===== config.mk =====
export PLATFORM = sky130hd
export DESIGN_NAME = ddr3_cal_ctrl
export DESIGN_NICKNAME = d
export VERILOG_FILES = /design/src/rtl/ddr3_cal_ctrl.sv
export SDC_FILE = /design/constraint.sdc
export NUM_CORES = 1
export LEC_CHECK = 0
export ABC_AREA = 1
export ABC_CLOCK_PERIOD_IN_PS = 3950
export BUFFER_PORTS_ARGS = -buffer_cell sky130_fd_sc_hd__buf_2
export CORE_UTILIZATION = 59
export DETAILED_ROUTE_END_ITERATION = 10
export GPL_TIMING_DRIVEN = 0
export PLACE_DENSITY = 0.82
export SLEW_MARGIN = 20
export SYNTH_ARGS = -nofsm -noshare
export SYNTH_HDL_FRONTEND = slang
export SYNTH_SLANG_ARGS = --single-unit

===== constraint.sdc =====
create_clock -name clock -period 3.95 [get_ports clock]
set_clock_uncertainty 0.05 [all_clocks]
set_input_delay 0.395 -clock clock [delete_from_list [all_inputs] [get_ports clock]]
set_output_delay 0.395 -clock clock [all_outputs]
set_load 0.005 [all_outputs]

===== src/rtl/ddr3_cal_ctrl.sv =====
// DDR3 read-leveling calibration sequencer: writes a pattern once, then issues
// reads until the PHY reports calibration, retries run out, or a read burst times out.
// Status and command outputs are registered from the next-state decode; commands wait for cmd_ack_i.
module ddr3_cal_ctrl #(
   parameter int unsigned CAL_TRIES = 8,   // read attempts before giving up (1..15)
   parameter int unsigned TIMEOUT   = 63,  // cycles allowed in RWAIT for a full burst
   parameter int unsigned RD_GAP    = 4    // idle cycles between commands (>=1)
) (
   input  logic       clock,
   input  logic       reset,
   input  logic       start_i,
   output logic       cmd_req_o,
   output logic       cmd_rd_o,
   input  logic       cmd_ack_i,
   output logic       dfi_align_o,
   input  logic       dfi_rvld_i,
   input  logic       dfi_calib_i,
   input  logic [2:0] dfi_shift_i,
   output logic       busy_o,
   output logic       done_o,
   output logic       fail_o,
   output logic [2:0] shift_o,
   output logic [3:0] tries_o
);

   localparam int unsigned GAP_W = (RD_GAP < 2) ? 1 : $clog2(RD_GAP + 1);

   localparam logic [GAP_W-1:0] GAP_LOAD  = GAP_W'(RD_GAP);
   localparam logic [GAP_W-1:0] GAP_ONE   = GAP_W'(1);
   localparam logic [5:0]       TO_LAST   = 6'(TIMEOUT - 1);
   localparam logic [3:0]       TRIES_MAX = 4'(CAL_TRIES);

   typedef enum logic [3:0] {
      S_IDLE  = 4'd0,
      S_WRITE = 4'd1,
      S_WGAP  = 4'd2,
      S_READ  = 4'd3,
      S_RWAIT = 4'd4,
      S_CHECK = 4'd5,
      S_RGAP  = 4'd6,
      S_DONE  = 4'd7,
      S_FAIL  = 4'd8
   } state_t;

   state_t           r_state;
   state_t           w_next;

   logic [GAP_W-1:0] r_gap_cnt;
   logic [5:0]       r_to_cnt;
   logic             r_rvld_q;
   logic [3:0]       r_tries;
   logic [2:0]       r_shift;

   logic             r_req;
   logic             r_rd;
   logic             r_align;
   logic             r_busy;
   logic             r_done;
   logic             r_fail;

   logic             w_req;
   logic             w_rd;
   logic             w_align;
   logic             w_busy;
   logic             w_done;
   logic             w_fail;

   logic             w_idle_like;
   logic             w_start_acc;
   logic             w_burst_done;
   logic             w_gap_entry;
   logic             w_rwait_entry;
   logic             w_read_xfer;

   // Event decode shared by the FSM and the datapath registers.
   assign w_idle_like   = (r_state == S_IDLE) || (r_state == S_DONE) || (r_state == S_FAIL);
   assign w_start_acc   = w_idle_like && start_i;
   // Burst end is the falling edge of read-valid, seen only while waiting for data.
   assign w_burst_done  = (r_state == S_RWAIT) && r_rvld_q && !dfi_rvld_i;
   assign w_gap_entry   = ((w_next == S_WGAP) && (r_state != S_WGAP)) ||
                          ((w_next == S_RGAP) && (r_state != S_RGAP));
   assign w_rwait_entry = (w_next == S_RWAIT) && (r_state != S_RWAIT);
   assign w_read_xfer   = (r_state == S_READ) && cmd_ack_i;

   // Next-state and next-output decode.
   always_comb begin
      w_next = r_state;
      case (r_state)
         S_IDLE, S_DONE, S_FAIL: begin
            if (start_i) w_next = S_WRITE;
         end
         S_WRITE: begin
            if (cmd_ack_i) w_next = S_WGAP;
         end
         S_WGAP, S_RGAP: begin
            if (r_gap_cnt == GAP_ONE) w_next = S_READ;
         end
         S_READ: begin
            if (cmd_ack_i) w_next = S_RWAIT;
         end
         S_RWAIT: begin
            // A burst finishing on the last allowed cycle still counts.
            if (w_burst_done)            w_next = S_CHECK;
            else if (r_to_cnt == TO_LAST) w_next = S_FAIL;
         end
         S_CHECK: begin
            if (dfi_calib_i)               w_next = S_DONE;
            else if (r_tries == TRIES_MAX) w_next = S_FAIL;
            else                           w_next = S_RGAP;
         end
         default: w_next = S_IDLE;
      endcase

      w_req   = (w_next == S_WRITE) || (w_next == S_READ);
      w_rd    = (w_next == S_READ);
      w_align = (w_next == S_READ) || (w_next == S_RWAIT) ||
                (w_next == S_CHECK) || (w_next == S_RGAP);
      w_busy  = !((w_next == S_IDLE) || (w_next == S_DONE) || (w_next == S_FAIL));
      w_done  = (w_next == S_DONE);
      w_fail  = (w_next == S_FAIL);
   end

   // State register.
   always_ff @(posedge clock) begin
      if (reset) r_state <= S_IDLE;
      else       r_state <= w_next;
   end

   // Registered outputs, aligned with the state they describe.
   always_ff @(posedge clock) begin
      if (reset) begin
         r_req   <= 1'b0;
         r_rd    <= 1'b0;
         r_align <= 1'b0;
         r_busy  <= 1'b0;
         r_done  <= 1'b0;
         r_fail  <= 1'b0;
      end else begin
         r_req   <= w_req;
         r_rd    <= w_rd;
         r_align <= w_align;
         r_busy  <= w_busy;
         r_done  <= w_done;
         r_fail  <= w_fail;
      end
   end

   // Gap counter: loaded on WGAP/RGAP entry, counts down to the READ issue.
   always_ff @(posedge clock) begin
      if (reset)                                            r_gap_cnt <= '0;
      else if (w_gap_entry)                                 r_gap_cnt <= GAP_LOAD;
      else if ((r_state == S_WGAP) || (r_state == S_RGAP))  r_gap_cnt <= r_gap_cnt - GAP_ONE;
   end

   // Read-data timeout counter: zero on RWAIT entry, one step per waiting cycle.
   always_ff @(posedge clock) begin
      if (reset)                   r_to_cnt <= '0;
      else if (w_rwait_entry)      r_to_cnt <= '0;
      else if (r_state == S_RWAIT) r_to_cnt <= r_to_cnt + 6'd1;
   end

   // Read-valid history; held clear outside RWAIT so stray pulses never complete a burst.
   always_ff @(posedge clock) begin
      if (reset) r_rvld_q <= 1'b0;
      else       r_rvld_q <= (r_state == S_RWAIT) && dfi_rvld_i;
   end

   // Read-attempt count: cleared when a run starts, bumped on each READ handshake.
   always_ff @(posedge clock) begin
      if (reset)            r_tries <= '0;
      else if (w_start_acc) r_tries <= '0;
      else if (w_read_xfer) r_tries <= r_tries + 4'd1;
   end

   // Capture the PHY shift at the moment calibration is confirmed; kept across runs.
   always_ff @(posedge clock) begin
      if (reset)                                  r_shift <= '0;
      else if ((r_state == S_CHECK) && dfi_calib_i) r_shift <= dfi_shift_i;
   end

   assign cmd_req_o   = r_req;
   assign cmd_rd_o    = r_rd;
   assign dfi_align_o = r_align;
   assign busy_o      = r_busy;
   assign done_o      = r_done;
   assign fail_o      = r_fail;
   assign shift_o     = r_shift;
   assign tries_o     = r_tries;

endmodule

==> reports/summary.md <==
The run finished with clean final reports. The global route total overflow is 0, and the floorplan die width is 49.9 um. TritonCTS built the clock tree. Summed over all nets, wire length on met2 after detailed routing comes to 1290 um.

The number of placed I/O pins came out at 22. The number of antenna violations at the first check in global routing was 0. Averaged over all synthesized cells, the footprint is 7.25 um2. The setup TNS was 0 ns; the placed wire-length estimate after detailed placement was 2150 um. Port buffering added 20 buffers. The first routing iteration left 36 violations. The type of the tightest min-delay check was in2reg. The die covers 2490 um2. The origin of the worst min-delay path was dfi_rvld_i.

The post-CTS repair timing setup buffer count was 0. The max-slew violation total from the final report is 0. The tools report the detailed-routed wire length on met3 as 99 um.

Along the worst hold path, the cell count comes to 3. For the number of design rule violations left after detail routing, the log shows 0. The critical path class is reg2reg. Detailed-routing wirelength on met1: 1320 um. Setup repair after global routing left no endpoint under its margin. The filler cells instantiated in the layout total 176. The logs give 0 for the warning count from the yosys run and 4930 um for the wire length of the first global-routing pass. The internal portion of the total power is 0.351 mW. The run gives 187 as the post-synthesis cell count.

The worst register-to-register path has a depth of 9. After clock tree synthesis, the repair step resized 0 gates. In the final layout, flip-flops and latches occupy 541 um2.

Signal routing reaches up to met4. After clock tree synthesis, the clock-pin slew on the worst setup and hold paths is 0.15 ns. The tools report the remaining max-slew budget at the tightest pin as 0.718. The logs give 0.260 for the total global routing track utilization and 601 MHz for the maximum achievable frequency.

The worst setup path is launched from a register. The run gives 0.719 nW as the leakage dissipation. The fraction of layout instances using a drive strength above 1 was 0.218. The floorplan row count was 16. The vertical die dimension works out to 49.9 um. Element type at the critical path end: a register.

Buffers inserted to repair hold after CTS numbered 0. The area growth from synthesis to layout is 11.9%. The run gives 0.399 as the sequential fraction of the synthesis area. The length of the first detailed-routing pass in iterations was 4; the minimum period implied by the final worst setup slack was 1.66 ns. The combinational cell fraction of total power came out at 0.168.

The tools report the sequential cell fraction of total power as 0.587. Yosys mapped the design onto 24 distinct sky130hd cell types. After the last flow step, the layout net total stands at 227. After floorplanning, the core was sized to cover 2060 um2. The CTS buffer count came out at 3. Counting every net in the synthesized netlist gives 202. After detailed routing, the average wire length per cell comes to 11.7 um. The number of global-route vias before repair came out at 1201. The maximum buffer depth of the clock tree is 2, and the power density of the placed cells is 329 nW/um2. The capture point of the worst reg-to-reg path is dfi_align_o$_SDFF_PP0_. The count of clock tree sinks was 27. At the pin with the least slew margin, the transition time is 0.423 ns. The count of antenna diodes in the layout is 0, and the total area of multi-input combinational cells is 711 um2. Counting flops and latches in the post-synthesis netlist gives 27. The combined area of all synthesized cells is 1360 um2, and the last weighted congestion value of the routability-driven placer is 0.854.

The setup slack on the worst flop-to-flop path was 2.29 ns; the number of vias in the routed layout was 1243. In the routed layout, each cell is associated on average with a via count of 5.22. The detail route stage leaves a number of antenna-violating nets equal to 0. In this run the critical register-to-register path is launched from r_state[0]$_SDFF_PP0_. The switching share of total power is 0.297.

The cell sitting at the root of the clock tree is a sky130_fd_sc_hd__clkbuf_4. The hold violation total from the final report is 0, and the part of the cycle the worst path needs is 0.421. Along the worst path, the maximum fanout reaches 6. For hold timing, the worst endpoint is r_rvld_q$_SDFF_PP0_. The later pin in the worst-skew pair is clocked with a latency of 0.33 ns. STA puts the critical path data required time at 4.14 ns. Data arrives at the worst endpoint at 1.86 ns.

The run gives 0.245 as the portion of total power attributed to the clock network. Final wirelength: 2790 um. The logs give 0.658 for the starting density of the core and 0.148 mW for the power spent charging and discharging nets. The logs give 1 for the maximum level of the CTS H-tree and 0 for the count of max-cap constraint violations. Across the VDD grid, the largest voltage drop is 0.213 mV.

The run gives 0 as the number of setup violations in the final report. The pin count of the biggest net entering global routing is 16, and the fraction of the core area covered by cells at the end of the flow is 0.736.
[power groups by stage]
| stage | clock (mW) | sequential, mW | combinational, mW |
|---|---|---|---|
| global route | 0.132 | 0.294 | 0.0954 |
| CTS | 0.124 | 0.292 | 0.0835 |
| global placement | 0 | 0.297 | 0.0784 |
| finish | 0.123 | 0.293 | 0.0838 |
| detailed placement | 0 | 0.298 | 0.0827 |
| floorplan | 0 | 0.297 | 0.0606 |
[flip-flops by register name, indices dropped and copies added, names as in the netlist]
signal,cells
shift_o,3
busy_o,1
cmd_rd_o,1
fail_o,1
r_to_cnt,6
r_state,4
tries_o,4
r_gap_cnt,3
cmd_req_o,1
r_rvld_q,1
dfi_align_o,1
done_o,1
[how the worst max path moves through the flow]
stage | startpoint | to | slack [ns] | cells after the start
floorplan | r_gap_cnt[1]$_SDFFE_PP0P_ | busy_o$_SDFF_PP0_ | 2.55 | 10
global placement | dfi_calib_i | busy_o$_SDFF_PP0_ | 2.38 | 9
detailed placement | dfi_calib_i | busy_o$_SDFF_PP0_ | 2.34 | 9
CTS | r_state[0]$_SDFF_PP0_ | r_gap_cnt[1]$_SDFFE_PP0P_ | 2.31 | 10
global route | r_state[0]$_SDFF_PP0_ | dfi_align_o$_SDFF_PP0_ | 2.15 | 9
finish | r_state[0]$_SDFF_PP0_ | dfi_align_o$_SDFF_PP0_ | 2.29 | 9
[logic make-up after synthesis]
logic type | count (synthesis) | synth area share
simple gates | 103 | 0.363
buf+inv | 28 | 0.0775
flops | 27 | 0.399
compound gates | 16 | 0.0609
xor+xnor | 7 | 0.0452
fa+ha+maj | 6 | 0.0553
[cell usage in the layout, fill, tap and decap left out, drive strengths merged]
cell type,Yosys,routed
nand4,2,2
nand2,47,47
clkinv,0,1
clkbuf,1,4
dfxtp,27,27
nor3,4,4
o21ai,5,5
nor2,31,31
inv,27,27
nor4,1,1
xor2,4,4
or2,1,1
nand3,17,17
xnor2,3,3
ha,6,6
a211oi,1,1
buf,0,20
a21oi,10,10
[layout make-up]
class	instances	share of cell area
multi-input combinational	132	0.468
sequential	27	0.356
inverter	27	0.0668
timing repair buffer	20	0.0660
tap	27	0.0223
clock buffer	3	0.0148
clock inverter	1	0.00330
buffer	1	0.00247
[worst max-delay path, cell delays in order (launching register included)]
cell and delay [ns]:
sky130_fd_sc_hd__dfxtp_1 0.50, sky130_fd_sc_hd__inv_1 0.11, sky130_fd_sc_hd__nor2_2 0.17, sky130_fd_sc_hd__nand3_1 0.17
sky130_fd_sc_hd__nand2_1 0.14, sky130_fd_sc_hd__nor2_2 0.05, sky130_fd_sc_hd__nand2_4 0.09, sky130_fd_sc_hd__nand2_2 0.09
sky130_fd_sc_hd__o21ai_1 0.14, sky130_fd_sc_hd__a21oi_1 0.05
[Yosys cell counts (all sizes together)]
cell / instances / area, um2
xnor2: 3 / 26.3
dfxtp: 27 / 541
a211oi: 1 / 7.51
or2: 1 / 6.26
o21ai: 5 / 25.0
inv: 27 / 101
clkbuf: 1 / 3.75
nand2: 47 / 201
nor2: 31 / 139
nor3: 4 / 30.0
ha: 6 / 75.1
nand4: 2 / 12.5
nor4: 1 / 12.5
xor2: 4 / 35.0
a21oi: 10 / 50.1
nand3: 17 / 90.1
[routing by layer]
metal / global-route usage / vias to the layer above
met5: 0 / -
met3: 0.0309 / 11
met1: 0.324 / 560
li1: - / 632
met4: 0.148 / 0
met2: 0.430 / 40
[metrics by stage]
step / cell area (um2) / cells / hold WS (ns) / setup WS (ns) / total power, mW
floorplan: 1360 / 187 / 0.407 / 2.55 / 0.357
global placement: 1490 / 234 / 0.398 / 2.38 / 0.375
detailed placement: 1490 / 234 / 0.406 / 2.34 / 0.381
CTS: 1520 / 238 / 0.244 / 2.31 / 0.500
global route: 1520 / 238 / 0.253 / 2.15 / 0.522
finish: 1520 / 238 / 0.253 / 2.29 / 0.500
Note: power is estimated with default switching activity, not from simulation.
